## config.mk

```make
export PLATFORM = sky130hd
export DESIGN_NAME = dk_sfx_trigger_ctrl
export DESIGN_NICKNAME = d
export VERILOG_FILES = /design/src/rtl/dk_sound_pkg.sv /design/src/rtl/sfx_channel_fsm.sv /design/src/rtl/dk_sfx_trigger_ctrl.sv
export SDC_FILE = /design/constraint.sdc
export NUM_CORES = 1
export LEC_CHECK = 0
export BUFFER_PORTS_ARGS = -buffer_cell sky130_fd_sc_hd__buf_2
export CORE_MARGIN = 8
export CORE_UTILIZATION = 43
export DETAILED_ROUTE_END_ITERATION = 8
export GPL_ROUTABILITY_DRIVEN = 0
export SLEW_MARGIN = 20
export SYNTH_ARGS = -nofsm -noshare
export SYNTH_HDL_FRONTEND = slang
export SYNTH_SLANG_ARGS = --single-unit
```

## constraint.sdc

```tcl
create_clock -name clk -period 3.52 [get_ports clk]
set_clock_uncertainty 0.1 [all_clocks]
set_input_delay 0.352 -clock clk [delete_from_list [all_inputs] [get_ports clk]]
set_output_delay 0.352 -clock clk [all_outputs]
set_load 0.005 [all_outputs]
```

## src/rtl/dk_sound_pkg.sv

```systemverilog
// rtl/dk_sound_pkg.sv - shared types, channel indices and timing helpers for the sound trigger path
//
// Contents:
//   ch_state_t    : per-channel sequencer state (IDLE, ON, TAIL)
//   CH_*          : channel index of each discrete sound circuit
//   CNT_W         : width of the per-channel tick counter
//   ms_to_samples : converts a duration in ms to a count of audio ticks
package dk_sound_pkg;

  typedef enum logic [1:0] {
    IDLE = 2'd0,
    ON   = 2'd1,
    TAIL = 2'd2
  } ch_state_t;

  localparam int CH_WALK  = 0;
  localparam int CH_JUMP  = 1;
  localparam int CH_STOMP = 2;
  localparam int CH_SPARE = 3;

  localparam int CNT_W = 16;

  function automatic int ms_to_samples(input int rate_hz, input int ms);
    return (rate_hz * ms) / 1000;
  endfunction

endpackage

```

## src/rtl/sfx_channel_fsm.sv

```systemverilog
// rtl/sfx_channel_fsm.sv - one sound channel: request latch, min-on / decay-tail sequencer
//
// Ports:
//   clk, I_RSTn  : clock, asynchronous active-low reset
//   i_tick       : audio sample tick (one clk wide)
//   i_wr         : CPU write strobe already decoded for this channel
//   i_data       : request level carried by the write
//   i_mute       : global mute level
//   o_sound_en   : registered enable, high while ON
//   o_ch_busy    : registered busy, high while ON or TAIL
//   o_busy_nxt   : next-state busy, lets the top register an OR across channels
module sfx_channel_fsm
  import dk_sound_pkg::*;
#(
  parameter int MIN_ON = 1920,
  parameter int TAIL_N = 4800
) (
  input  logic clk,
  input  logic I_RSTn,
  input  logic i_tick,
  input  logic i_wr,
  input  logic i_data,
  input  logic i_mute,
  output logic o_sound_en,
  output logic o_ch_busy,
  output logic o_busy_nxt
);

  localparam logic [CNT_W-1:0] MIN_ON_M1 = CNT_W'(MIN_ON - 1);
  localparam logic [CNT_W-1:0] TAIL_M1   = CNT_W'(TAIL_N - 1);

  ch_state_t        r_state;
  ch_state_t        w_state_nxt;
  logic [CNT_W-1:0] r_cnt;
  logic [CNT_W-1:0] w_cnt_nxt;
  logic             r_req;
  logic             r_strike;
  logic             r_sound_en;
  logic             r_ch_busy;

  // The sequencer only moves on a tick and looks at req/strike as they were
  // before this edge, so a write landing on a tick cycle is seen one tick later.
  always_comb begin
    w_state_nxt = r_state;
    w_cnt_nxt   = r_cnt;
    if (i_tick) begin
      case (r_state)
        IDLE: begin
          if (r_req && !i_mute) begin
            w_state_nxt = ON;
            w_cnt_nxt   = MIN_ON_M1;
          end
        end
        ON: begin
          if (i_mute) begin
            // mute cuts the minimum on-time short but still leaves the decay tail
            w_state_nxt = TAIL;
            w_cnt_nxt   = TAIL_M1;
          end else if (r_strike) begin
            w_cnt_nxt = MIN_ON_M1;
          end else if (r_cnt == '0 && !r_req) begin
            w_state_nxt = TAIL;
            w_cnt_nxt   = TAIL_M1;
          end else if (r_cnt != '0) begin
            w_cnt_nxt = r_cnt - CNT_W'(1);
          end
        end
        TAIL: begin
          if (r_req && !i_mute) begin
            w_state_nxt = ON;
            w_cnt_nxt   = MIN_ON_M1;
          end else if (r_cnt == '0) begin
            w_state_nxt = IDLE;
          end else begin
            w_cnt_nxt = r_cnt - CNT_W'(1);
          end
        end
        default: begin
          w_state_nxt = IDLE;
          w_cnt_nxt   = '0;
        end
      endcase
    end
  end

  always_ff @(posedge clk or negedge I_RSTn) begin
    if (!I_RSTn) begin
      r_state    <= IDLE;
      r_cnt      <= '0;
      r_req      <= 1'b0;
      r_strike   <= 1'b0;
      r_sound_en <= 1'b0;
      r_ch_busy  <= 1'b0;
    end else begin
      r_state    <= w_state_nxt;
      r_cnt      <= w_cnt_nxt;
      r_sound_en <= (w_state_nxt == ON);
      r_ch_busy  <= (w_state_nxt != IDLE);
      if (i_wr) begin
        r_req <= i_data;
      end
      // a new 1-write beats the per-tick clear so a write on a tick cycle is not lost
      if (i_wr && i_data) begin
        r_strike <= 1'b1;
      end else if (i_tick) begin
        r_strike <= 1'b0;
      end
    end
  end

  assign o_sound_en = r_sound_en;
  assign o_ch_busy  = r_ch_busy;
  assign o_busy_nxt = (w_state_nxt != IDLE);

endmodule

```

## src/rtl/dk_sfx_trigger_ctrl.sv

```systemverilog
// rtl/dk_sfx_trigger_ctrl.sv - CPU sound-latch writes to tick-aligned per-channel sound enables
//
// Ports:
//   clk, I_RSTn   : clock, asynchronous active-low reset
//   audio_clk_en  : one-clk audio sample tick
//   cpu_wr        : one-clk CPU write strobe
//   cpu_addr      : channel index of the write (out-of-range indices are ignored)
//   cpu_data      : request level
//   mute          : global mute, level-sensitive
//   sound_en      : per-channel enable to the discrete circuits
//   ch_busy       : per-channel busy (ON or decay tail)
//   any_busy      : OR of all channel busy flags, registered
module dk_sfx_trigger_ctrl
  import dk_sound_pkg::*;
#(
  parameter  int SAMPLE_RATE = 96000,
  parameter  int NUM_CH      = 4,
  parameter  int MIN_ON_MS   = 20,
  parameter  int TAIL_MS     = 50,
  localparam int ADDR_W      = (NUM_CH > 1) ? $clog2(NUM_CH) : 1
) (
  input  logic              clk,
  input  logic              I_RSTn,
  input  logic              audio_clk_en,
  input  logic              cpu_wr,
  input  logic [ADDR_W-1:0] cpu_addr,
  input  logic              cpu_data,
  input  logic              mute,
  output logic [NUM_CH-1:0] sound_en,
  output logic [NUM_CH-1:0] ch_busy,
  output logic              any_busy
);

  localparam int MIN_ON = ms_to_samples(SAMPLE_RATE, MIN_ON_MS);
  localparam int TAIL_N = ms_to_samples(SAMPLE_RATE, TAIL_MS);

  if (MIN_ON < 1 || MIN_ON > 65535 || TAIL_N < 1 || TAIL_N > 65535 || NUM_CH < 1) begin : g_bad_params
    $error("dk_sfx_trigger_ctrl: MIN_ON/TAIL must be in 1..65535 and NUM_CH >= 1");
  end

  logic [NUM_CH-1:0] w_wr_sel;
  logic [NUM_CH-1:0] w_busy_nxt;
  logic              r_any_busy;

  for (genvar gi = 0; gi < NUM_CH; gi++) begin : g_ch
    // an index with no matching channel selects nothing, which drops the write
    assign w_wr_sel[gi] = cpu_wr && (cpu_addr == ADDR_W'(gi));

    sfx_channel_fsm #(
      .MIN_ON (MIN_ON),
      .TAIL_N (TAIL_N)
    ) u_ch (
      .clk        (clk),
      .I_RSTn     (I_RSTn),
      .i_tick     (audio_clk_en),
      .i_wr       (w_wr_sel[gi]),
      .i_data     (cpu_data),
      .i_mute     (mute),
      .o_sound_en (sound_en[gi]),
      .o_ch_busy  (ch_busy[gi]),
      .o_busy_nxt (w_busy_nxt[gi])
    );
  end

  // registered from next-state so it lines up with the per-channel ch_busy flops
  always_ff @(posedge clk or negedge I_RSTn) begin
    if (!I_RSTn) begin
      r_any_busy <= 1'b0;
    end else begin
      r_any_busy <= |w_busy_nxt;
    end
  end

  assign any_busy = r_any_busy;

endmodule

```

# Yosys cells after proc, flatten, opt, wreduce, memory -nomap -nowiden

Index checks and enable logic that the tools add are counted.

Register bits: 89
Output and inout bits: 9
Input bits: 8

Reduce and logical (&&, ||, !) cells: 47
Eq/ne operators: 27
$add $sub $neg: 4
Multiplexer cells: 69

Operators with widths:

| kind                    | count |
|---|---|
| $mux W16                | 28 |
| $pmux W16 S3            | 4 |
| $logic_not A16 Y1       | 4 |
| $reduce_bool A16 Y1     | 4 |
| $sub A16 B1 Y16 const B | 4 |
| $mux W2                 | 28 |
| $pmux W2 S3             | 4 |
| $ne A5 B2 Y1 const B    | 4 |
| $eq A2 B1 Y1 const B    | 9 |
| $logic_and A1 B1 Y1     | 16 |
| $reduce_and A4 Y1       | 4 |
| $reduce_bool A2 Y1      | 8 |
| $eq A2 B2 Y1 const B    | 6 |
| $ne A3 B2 Y1 const B    | 4 |
| $logic_not A2 Y1        | 5 |
| $ne A2 B1 Y1 const B    | 4 |
| $logic_not A1 Y1        | 5 |
| $mux W1                 | 5 |
| $reduce_or A4 Y1        | 1 |

# Logic depth before layout (Yosys ltp)

Gate-level depths: netlist of run 1.

Depth after elaboration: 9
Gate-level depth with buffers: 10

# By module

A second synthesis of run 1 with hierarchy kept.

Cells, all modules: 723
Area, all modules: 6,129.6 um^2

Modules (own cells, without submodules):

| module                          | area each (um^2) | times used | cells each |
|---|---|---|---|
| sfx_channel_fsm at g_ch[2].u_ch | 1,594.0          | 1          | 186 |
| sfx_channel_fsm at g_ch[3].u_ch | 1,506.4          | 1          | 183 |
| sfx_channel_fsm at g_ch[0].u_ch | 1,490.2          | 1          | 172 |
| sfx_channel_fsm at g_ch[1].u_ch | 1,475.2          | 1          | 176 |
| dk_sfx_trigger_ctrl             | 63.8             | 1          | 6 |

# Least setup slack after synthesis of run 1

OpenSTA, ideal clock, no wires.

Kind: flip-flop to flip-flop
From: register g_ch[0].u_ch.r_cnt[11]
To: register r_any_busy (netlist: any_busy)
Setup time: 139 ps
Arrival: 2,093 ps
Stages on the path, launching flop included: 8
Setup slack: 1,189 ps
Required time: 3,281 ps
Path buffers: 2
Clock period less this slack: 2,331 ps
Cell sequence: dfrtp_1 > buf_6 > or4_4 > buf_6 > nor3_4 > o211ai_2 > or2_4 > or4_4

Word-level cells in the longest chain between the ends: 9
Elaborated cells between the ends (all ways): 11
Those cells by class: mux: 7; reduce/logical: 4

RTL lines:

| what                            | RTL line                                     | RTL |
|---|---|---|
| start, declared                 | sfx_channel_fsm.sv:34                        | `logic [CNT_W-1:0] r_cnt;` |
| start signal, assigned          | sfx_channel_fsm.sv:96                        | `r_cnt <= w_cnt_nxt;` |
| $logic_not A16 Y1 *             | sfx_channel_fsm.sv:61, sfx_channel_fsm.sv:72 |  |
| $logic_and A1 B1 Y1             | sfx_channel_fsm.sv:61                        | `end else if (r_cnt == '0 && !r_req) begin` |
| $mux W2                         | sfx_channel_fsm.sv:61                        |  |
| $mux W2                         | sfx_channel_fsm.sv:59                        | `end else if (r_strike) begin` |
| $mux W2                         | sfx_channel_fsm.sv:55                        | `if (i_mute) begin` |
| $pmux W2 S3 *                   | sfx_channel_fsm.sv:47                        | `case (r_state)` |
| $mux W2 *                       | sfx_channel_fsm.sv:46                        | `if (i_tick) begin` |
| via g_ch[0].u_ch.w_state_nxt[1] | sfx_channel_fsm.sv:33                        | `ch_state_t w_state_nxt;` |
| $reduce_bool A2 Y1 *            | sfx_channel_fsm.sv:113                       | `assign o_busy_nxt = (w_state_nxt != IDLE);` |
| via g_ch[0].u_ch.o_busy_nxt     | sfx_channel_fsm.sv:26                        | `output logic o_busy_nxt` |
| $reduce_or A4 Y1 *              | dk_sfx_trigger_ctrl.sv:70                    | `r_any_busy <= \|w_busy_nxt;` |
| end signal, assigned            | dk_sfx_trigger_ctrl.sv:70                    |  |
| end, declared                   | dk_sfx_trigger_ctrl.sv:43                    | `logic r_any_busy;` |

Mark *: on every way through the listed nets, which the timed path passes. The rest lies on a longest branch.
A chain may end at the register's enable or synchronous reset.

# Final worst setup path of run 1

From: register g_ch[0].u_ch.r_cnt[9]
To: register g_ch[0].u_ch.r_cnt[5]

Word-level cells in the longest chain between the ends: 6
Elaborated cells between the ends (all ways): 10
Those cells by class: eq/ne: 2; mux: 4; reduce/logical: 4

RTL lines:

| what                | RTL line |
|---|---|
| $logic_not A16 Y1   | sfx_channel_fsm.sv:61, sfx_channel_fsm.sv:72 |
| $logic_and A1 B1 Y1 | sfx_channel_fsm.sv:61 |
| $mux W16            | sfx_channel_fsm.sv:61 |
| $mux W16            | sfx_channel_fsm.sv:59 |
| $mux W16            | sfx_channel_fsm.sv:55 |
| $pmux W16 S3        | sfx_channel_fsm.sv:47 |

Several ways; a longest one is shown, not always the timed one.

==> results of run 1 <==
routing by layer:
layer	up-vias	share of wire	GRT usage
met5	-	0	0
met4	0	0.016	0.0549
met3	16	0.045	0.0408
met2	132	0.46	0.251
met1	2543	0.48	0.221
li1	2540	-	-
cells in the mapped netlist, types with 3 or more instances:
master / n / area [um2]
dfrtp_1: 89 / 2230
nor2_1: 78 / 293
o21ai_0: 76 / 380
nand2_1: 52 / 195
a21oi_1: 46 / 230
nor3_1: 26 / 130
inv_1: 25 / 93.8
nand2b_1: 21 / 131
a22o_1: 16 / 140
clkbuf_1: 16 / 60.1
nand3_1: 15 / 75.1
o31ai_1: 13 / 97.6
nor4_1: 11 / 68.8
or3_1: 11 / 68.8
a31oi_1: 10 / 62.6
buf_4: 10 / 75.1
o22ai_1: 10 / 62.6
buf_2: 9 / 45.0
o2bb2ai_1: 9 / 78.8
a21boi_0: 8 / 60.1
ha_1: 8 / 100
nor2b_1: 7 / 43.8
o22a_1: 7 / 61.3
o41ai_1: 6 / 52.6
a21o_1: 5 / 37.5
a2bb2oi_1: 5 / 43.8
and2_1: 5 / 31.3
and3_1: 5 / 31.3
nor4_2: 5 / 62.6
o21a_1: 5 / 37.5
o21bai_1: 5 / 37.5
nand4_1: 4 / 25.0
nand4b_1: 4 / 35.0
o32ai_1: 4 / 35.0
a221o_1: 3 / 30.0
a41oi_1: 3 / 26.3
o211ai_1: 3 / 22.5
or4_1: 3 / 22.5
per-stage QoR:
stage	total power [mW]	hold WS [ps]	util
after floorplan	3.49	-43.6	-
after global placement	3.91	304	0.449
final	5.11	191	0.475
after CTS	5.12	182	0.475
after global routing	5.51	200	0.475
after detailed placement	3.97	302	0.449
flip-flops by register name (all words and copies together), names as in the netlist:
name and cells:
g_ch.u_ch.o_ch_busy 4, g_ch.u_ch.r_cnt 64, any_busy 1, g_ch.u_ch.o_sound_en 4
g_ch.u_ch.r_state 8, g_ch.u_ch.r_req 4, g_ch.u_ch.r_strike 4
power by group through the flow:
stage | registers [mW] | logic [mW] | clock network, mW
finish | 1.89 | 2.09 | 1.12
floorplan | 1.68 | 1.81 | 0
CTS | 1.88 | 2.09 | 1.15
detailed placement | 1.89 | 2.08 | 0
global route | 1.96 | 2.35 | 1.19
global placement | 1.87 | 2.03 | 0
what timing repair did:
item,4_1_cts,5_1_grt
endpoints found under the hold margin,42,0
hold buffers,1,0
setup endpoints to repair,0,0
critical path, cell delays in order, from the launching register on:
cell,delay (ps)
dfrtp_1,420
nor4_2,500
nand4_4,220
o41ai_2,500
nand2_1,320
a41oi_1,300
o22a_1,150
worst min path at each step:
stage | startpoint | slack [ps] | endpoint | cells past startpoint
6_report | cpu_addr[0] | 190 | g_ch[2].u_ch.r_strike | 2
5_1_grt | cpu_addr[0] | 200 | g_ch[2].u_ch.r_strike | 2
4_1_cts | cpu_data | 180 | g_ch[3].u_ch.r_req | 3
3_5_place_dp | I_RSTn | 300 | g_ch[1].u_ch.r_cnt[7] | 1
3_3_place_gp | I_RSTn | 300 | g_ch[1].u_ch.r_cnt[7] | 1
2_1_floorplan | I_RSTn | -40 | any_busy | 0
final cells by class:
class / count / share of cell area
clock buffers: 10 / 0.0365
flip-flops and latches: 89 / 0.355
inverters: 26 / 0.0156
well taps: 176 / 0.0351
clock inverters: 6 / 0.0184
multi-input cells: 533 / 0.517
repair buffers: 23 / 0.0219
cells by family after synthesis:
logic type               Yosys count  share of synthesized area
AO/OA/AOI/OAI                    254                      0.293
adder cells (fa/ha/maj)            8                     0.0173
buffers and inverters             65                     0.0549
flip-flops                        89                      0.385
multiplexers                       2                    0.00389
AND/OR/NAND/NOR                  269                      0.246
==> impl_metrics.py, run 1 <==
metrics = {
    "placement": {
        "dp_hpwl_mm": 9.92,
        "place_area_um2": 5920,
        "port-buffer-count": 16,
        "dp.cells": 846,
        "place_ws_ps": 1010,
    },
    "worst_setup_path": {
        "cp-startpoint": "g_ch[0].u_ch.r_cnt[9]",
        "cp.arrival_ps": 2760,
        "regToRegStartpoint": "g_ch[0].u_ch.r_cnt[9]",
        "path_max_fanout": 8,
        "endpoint_kind": "flip-flop",
        "crit_required_ps": 3710,
        "cp-start-kind": "flip-flop",
        "reg2regPathDepth": 6,
        "path_class": "flip-flop to flip-flop",
        "crit_path_end": "g_ch[0].u_ch.r_cnt[5]",
        "timing.rr.end": "g_ch[0].u_ch.r_cnt[5]",
        "regToRegSetupSlack_ps": 950,
    },
    "floorplanning": {
        "die_h_um": 132,
        "start_util": 0.439,
        "rows": 42,
        "core_area_um2": 13200,
        "ios": 17,
        "dieArea_um2": 17400,
        "die_w_um": 132,
    },
    "power_and_ir_drop": {
        "switchingPower_mw": 2.17,
        "peakVddDrop_v": 0.000319,
        "p_comb_frac": 0.410,
        "p_leak_nw": 2.51,
        "p_int_mw": 2.94,
        "clock_power_share": 0.220,
        "power_density_nw_per_um2": 815,
        "seq_power_share": 0.370,
        "p_sw_frac": 0.425,
    },
    "sta": {
        "min_period_ps": 2570,
        "maxSlewViolCount": 0,
        "fmax_mhz": 390,
        "period_share": 0.729,
        "setup-tns-final_ps": 0,
        "setup_viol": 0,
        "rsz0062_at_grt": "false",
        "slew_headroom": 0.562,
        "hold_viol": 0,
        "worst_pin_slew_ps": 650,
        "worst_slack_ps": 953,
    },
    "cts": {
        "htree_levels": 3,
        "clockRootBuffer": "clkbuf_16",
        "post_cts_buffers": 0,
        "cts_tree": "built",
        "clk_pin_slew_worst_paths_ps": 70,
        "clk_latency_ps": 350,
        "clkSinkCount": 89,
        "ctsResizeCount": 0,
        "clock_path_buffers": 2,
        "cts_buffers": 9,
    },
    "synth": {
        "netlist_instances": 687,
        "synth_edf_count": 0,
        "synthArstFlopShare": 1.00,
        "ys_types": 76,
        "synth_warnings": 0,
        "synth_nets": 703,
        "synthesis.area_um2": 5790,
        "synth.avg_cell_area_um2": 8.43,
        "synth-main-ff-cell": "dfrtp_1",
        "ys_seq_elements": 89,
        "yosysSeqAreaShare": 0.385,
    },
    "final_layout": {
        "multi_input_area_um2": 3240,
        "drive_gt1_frac": 0.0946,
        "final_cell_mix": "dfrtp_1 (89), nor2_1 (78), o21ai_0 (76)",
        "regArea_um2": 2230,
        "final_cells": 863,
        "mostFrequentLayoutCell": "dfrtp_1",
        "fill_cells": 1271,
        "syn2layout_area_growth_pct": 8.32,
        "antenna_cells": 0,
        "layout.nets": 698,
        "fin_area_um2": 6270,
    },
    "route": {
        "wl_per_cell_um": 16.4,
        "vias": 5231,
        "drt_iter0_markers": 568,
        "drt-total-wl_mm": 14.1,
        "ant_nets": 0,
        "drtPass1Iterations": 5,
        "drc_errors": 0,
        "via_per_inst": 6.06,
    },
    "grt": {
        "grt_max_degree": 45,
        "grt_pass1_vias": 4893,
        "antenna_found_initial": 0,
        "grt_pass1_wl_mm": 24.1,
        "grtUsageTotal": 0.164,
        "grt_overflow": 0,
    },
    "worst_hold_path": {
        "hp-class": "input port to flip-flop",
    },
    "run_status": {
        "outcome": "finished, final reports clean",
    },
    "run": {
        "cap_violations": 0,
    },
}
(Power assumes the default switching activity.)
==> run 2, diff against run 1 <==
Settings changed: ABC_AREA from default to 1.
Clock period 3.52 ns to 2.4 ns, I/O delays scaled along.
==> impl_metrics.py, run 2 <==
metrics = {
    "floorplanning": {
        "core_area_um2": 13300,
        "start_util": 0.441,
        "dieArea_um2": 17600,
        "die_h_um": 133,
        "die_w_um": 133,
        "rows": 42,
        "ios": 17,
    },
    "synth": {
        "synth_common_cells": "nand2_1 (186), nor2_1 (106), inv_1 (92), dfrtp_1 (89), o21ai_0 (73)",
        "yosysTopAreaCell": "dfrtp_1",
        "yosysSeqAreaShare": 0.380,
        "ys_seq_elements": 89,
        "synth_edf_count": 0,
        "synth-main-ff-cell": "dfrtp_1",
        "synth.area.top_cells": "dfrtp_1 (38%), nand2_1 (12%), nor2_1 (6.8%)",
        "synth_most_common_cell": "nand2_1",
        "yosys.area.top_type_share": 0.380,
        "synth_nets": 835,
        "netlist_instances": 819,
        "synth.avg_cell_area_um2": 7.16,
        "synth_warnings": 0,
        "synthArstFlopShare": 1.00,
        "synthesis.area_um2": 5860,
        "ys_types": 40,
    },
    "final_layout": {
        "fill_cells": 1291,
        "antenna_cells": 0,
        "mostFrequentLayoutCell": "nand2_1",
        "reg.largest.list": "g_ch.u_ch.r_cnt x64, g_ch.u_ch.r_state x8",
        "drive_gt1_frac": 0.132,
        "final_cell_mix": "nand2_1 (186), nor2_1 (106), inv_1 (92)",
        "syn2layout_area_growth_pct": 8.50,
        "layout.nets": 847,
        "largest-register": "g_ch.u_ch.r_cnt",
        "largest_register_ffs": 64,
    },
    "sta": {
        "rsz0062_at_grt": "false",
        "worst_slack_ps": 255,
        "holdWs_ps": 97.9,
        "period_share": 0.894,
        "worst_pin_slew_ps": 468,
        "min_period_ps": 2150,
        "setup-tns-final_ps": 0,
        "setup_viol": 0,
        "hold_viol": 0,
        "maxSlewViolCount": 0,
        "slew_headroom": 0.685,
        "fmax_mhz": 466,
    },
    "route": {
        "drc_errors": 0,
        "wl_per_cell_um": 13.5,
        "vias": 5211,
        "drt_iter0_markers": 405,
        "via_per_inst": 5.15,
        "drt-total-wl_mm": 13.6,
        "drtPass1Iterations": 5,
        "ant_nets": 0,
    },
    "cts": {
        "clk_latency_ps": 350,
        "post_cts_buffers": 0,
        "cts_tree": "built",
        "htree_levels": 3,
        "clk_pin_slew_worst_paths_ps": 60,
        "clockRootBuffer": "clkbuf_16",
        "cts_buffers": 9,
        "clkSinkCount": 89,
        "postCtsHoldBufs": 1,
        "clock_path_buffers": 2,
        "ctsResizeCount": 0,
    },
    "grt": {
        "grt_pass1_vias": 5109,
        "grt_overflow": 0,
        "grtUsageTotal": 0.160,
        "grt_max_degree": 64,
        "antenna_found_initial": 0,
        "grt_pass1_wl_mm": 23.5,
    },
    "worst_setup_path": {
        "path_class": "flip-flop to flip-flop",
        "cp-startpoint": "g_ch[3].u_ch.r_cnt[0]",
        "reg2regPathDepth": 13,
        "path_cells": "inv_1 > ha_1 > inv_1 > nor2_1 > nand2_1 > nor2_1 > nand3_2 > o21ai_2 > nand2_1 > a21oi_2 > nand2_2 > nor2_2 > nand2_1",
        "regToRegStartpoint": "g_ch[3].u_ch.r_cnt[0]",
        "crit_required_ps": 2540,
        "cpMaxStageDelayCell": "dfrtp_1",
        "path_max_fanout": 5,
        "cp.arrival_ps": 2280,
        "cpPeakStageDelay_ps": 380,
        "path_common_cell": "nand2_1",
        "cp-start-kind": "flip-flop",
        "endpoint_kind": "flip-flop",
    },
    "worst_hold_path": {
        "hp-class": "input port to flip-flop",
        "min_from": "cpu_data",
        "hold_path_depth": 3,
    },
    "run_status": {
        "outcome": "finished, final reports clean",
    },
    "placement": {
        "dp_hpwl_mm": 10.1,
        "port-buffer-count": 16,
        "place_ws_ps": 318,
    },
    "power_and_ir_drop": {
        "peakVddDrop_v": 0.000466,
        "power_density_nw_per_um2": 984,
        "p_leak_nw": 3.00,
    },
    "run": {
        "cap_violations": 0,
    },
}
-- run 2: metrics by stage --
step | instances | cell area (um2) | util | power, mW
4_1_cts | 1012 | 6360 | 0.478 | 6.29
5_1_grt | 1012 | 6360 | 0.478 | 6.78
3_3_place_gp | 995 | 6050 | 0.455 | 4.77
2_1_floorplan | 819 | 5860 | - | 4.28
3_5_place_dp | 995 | 6050 | 0.455 | 4.81
6_report | 1012 | 6360 | 0.478 | 6.26
-- run 2: cell families (layout without fill, tap and decap cells) --
family / after synthesis / count (layout) / share of synthesized area
flops: 89 / 89 / 0.380
xor+xnor: 31 / 31 / 0.0463
fa+ha+maj: 8 / 8 / 0.0171
compound gates: 147 / 147 / 0.137
simple gates: 416 / 416 / 0.323
buf+inv: 128 / 145 / 0.0963
-- run 2: path summary, 6_finish.rpt --
| check | end | slack, ps |
|---|---|---|
| worst max-delay path | any_busy | 250 |
| worst min-delay path | g_ch[3].u_ch.r_strike | 100 |
| worst max register to register | any_busy | 250 |
| worst min register to register | g_ch[3].u_ch.r_cnt[5] | 420 |
| max in group asynchronous | g_ch[3].u_ch.r_cnt[11] | 1300 |
| min in group asynchronous | g_ch[2].u_ch.r_cnt[8] | 250 |
-- run 2: area by class of cell --
type                    instances  area, um2  share of cell area
multi-input cells             602       3070               0.483
flip-flops and latches         89       2230               0.350
inverters                     107        402              0.0632
clock buffers                  11        243              0.0382
well taps                     176        220              0.0346
repair buffers                 22        143              0.0224
clock inverters                 5       55.1             0.00866
-- run 2: routing by layer --
metal	routed length [um]	GRT usage	vias to the layer above
met5	0	0	-
met4	271	0.0726	0
met3	384	0.0250	19
met2	6530	0.268	88
met1	6450	0.198	2463
li1	-	-	2641
-- run 2: critical path, delay by kind of cell, from the launching register on --
| kind | cells | cell delay [ps] |
|---|---|---|
| buffers and inverters | 2 | 170 |
| adders and majority gates | 1 | 160 |
| DFF | 1 | 380 |
| AOI/OAI and AO/OA | 2 | 450 |
| and+or+nand+nor | 8 | 780 |
-- run 2: report_power, final --
part           leakage, nW  switching [mW]  internal (mW)
Combinational         1.77            1.53          0.833
Clock                0.142           0.611          0.832
Sequential            1.09           0.488           1.96
Total                 3.00            2.63           3.63
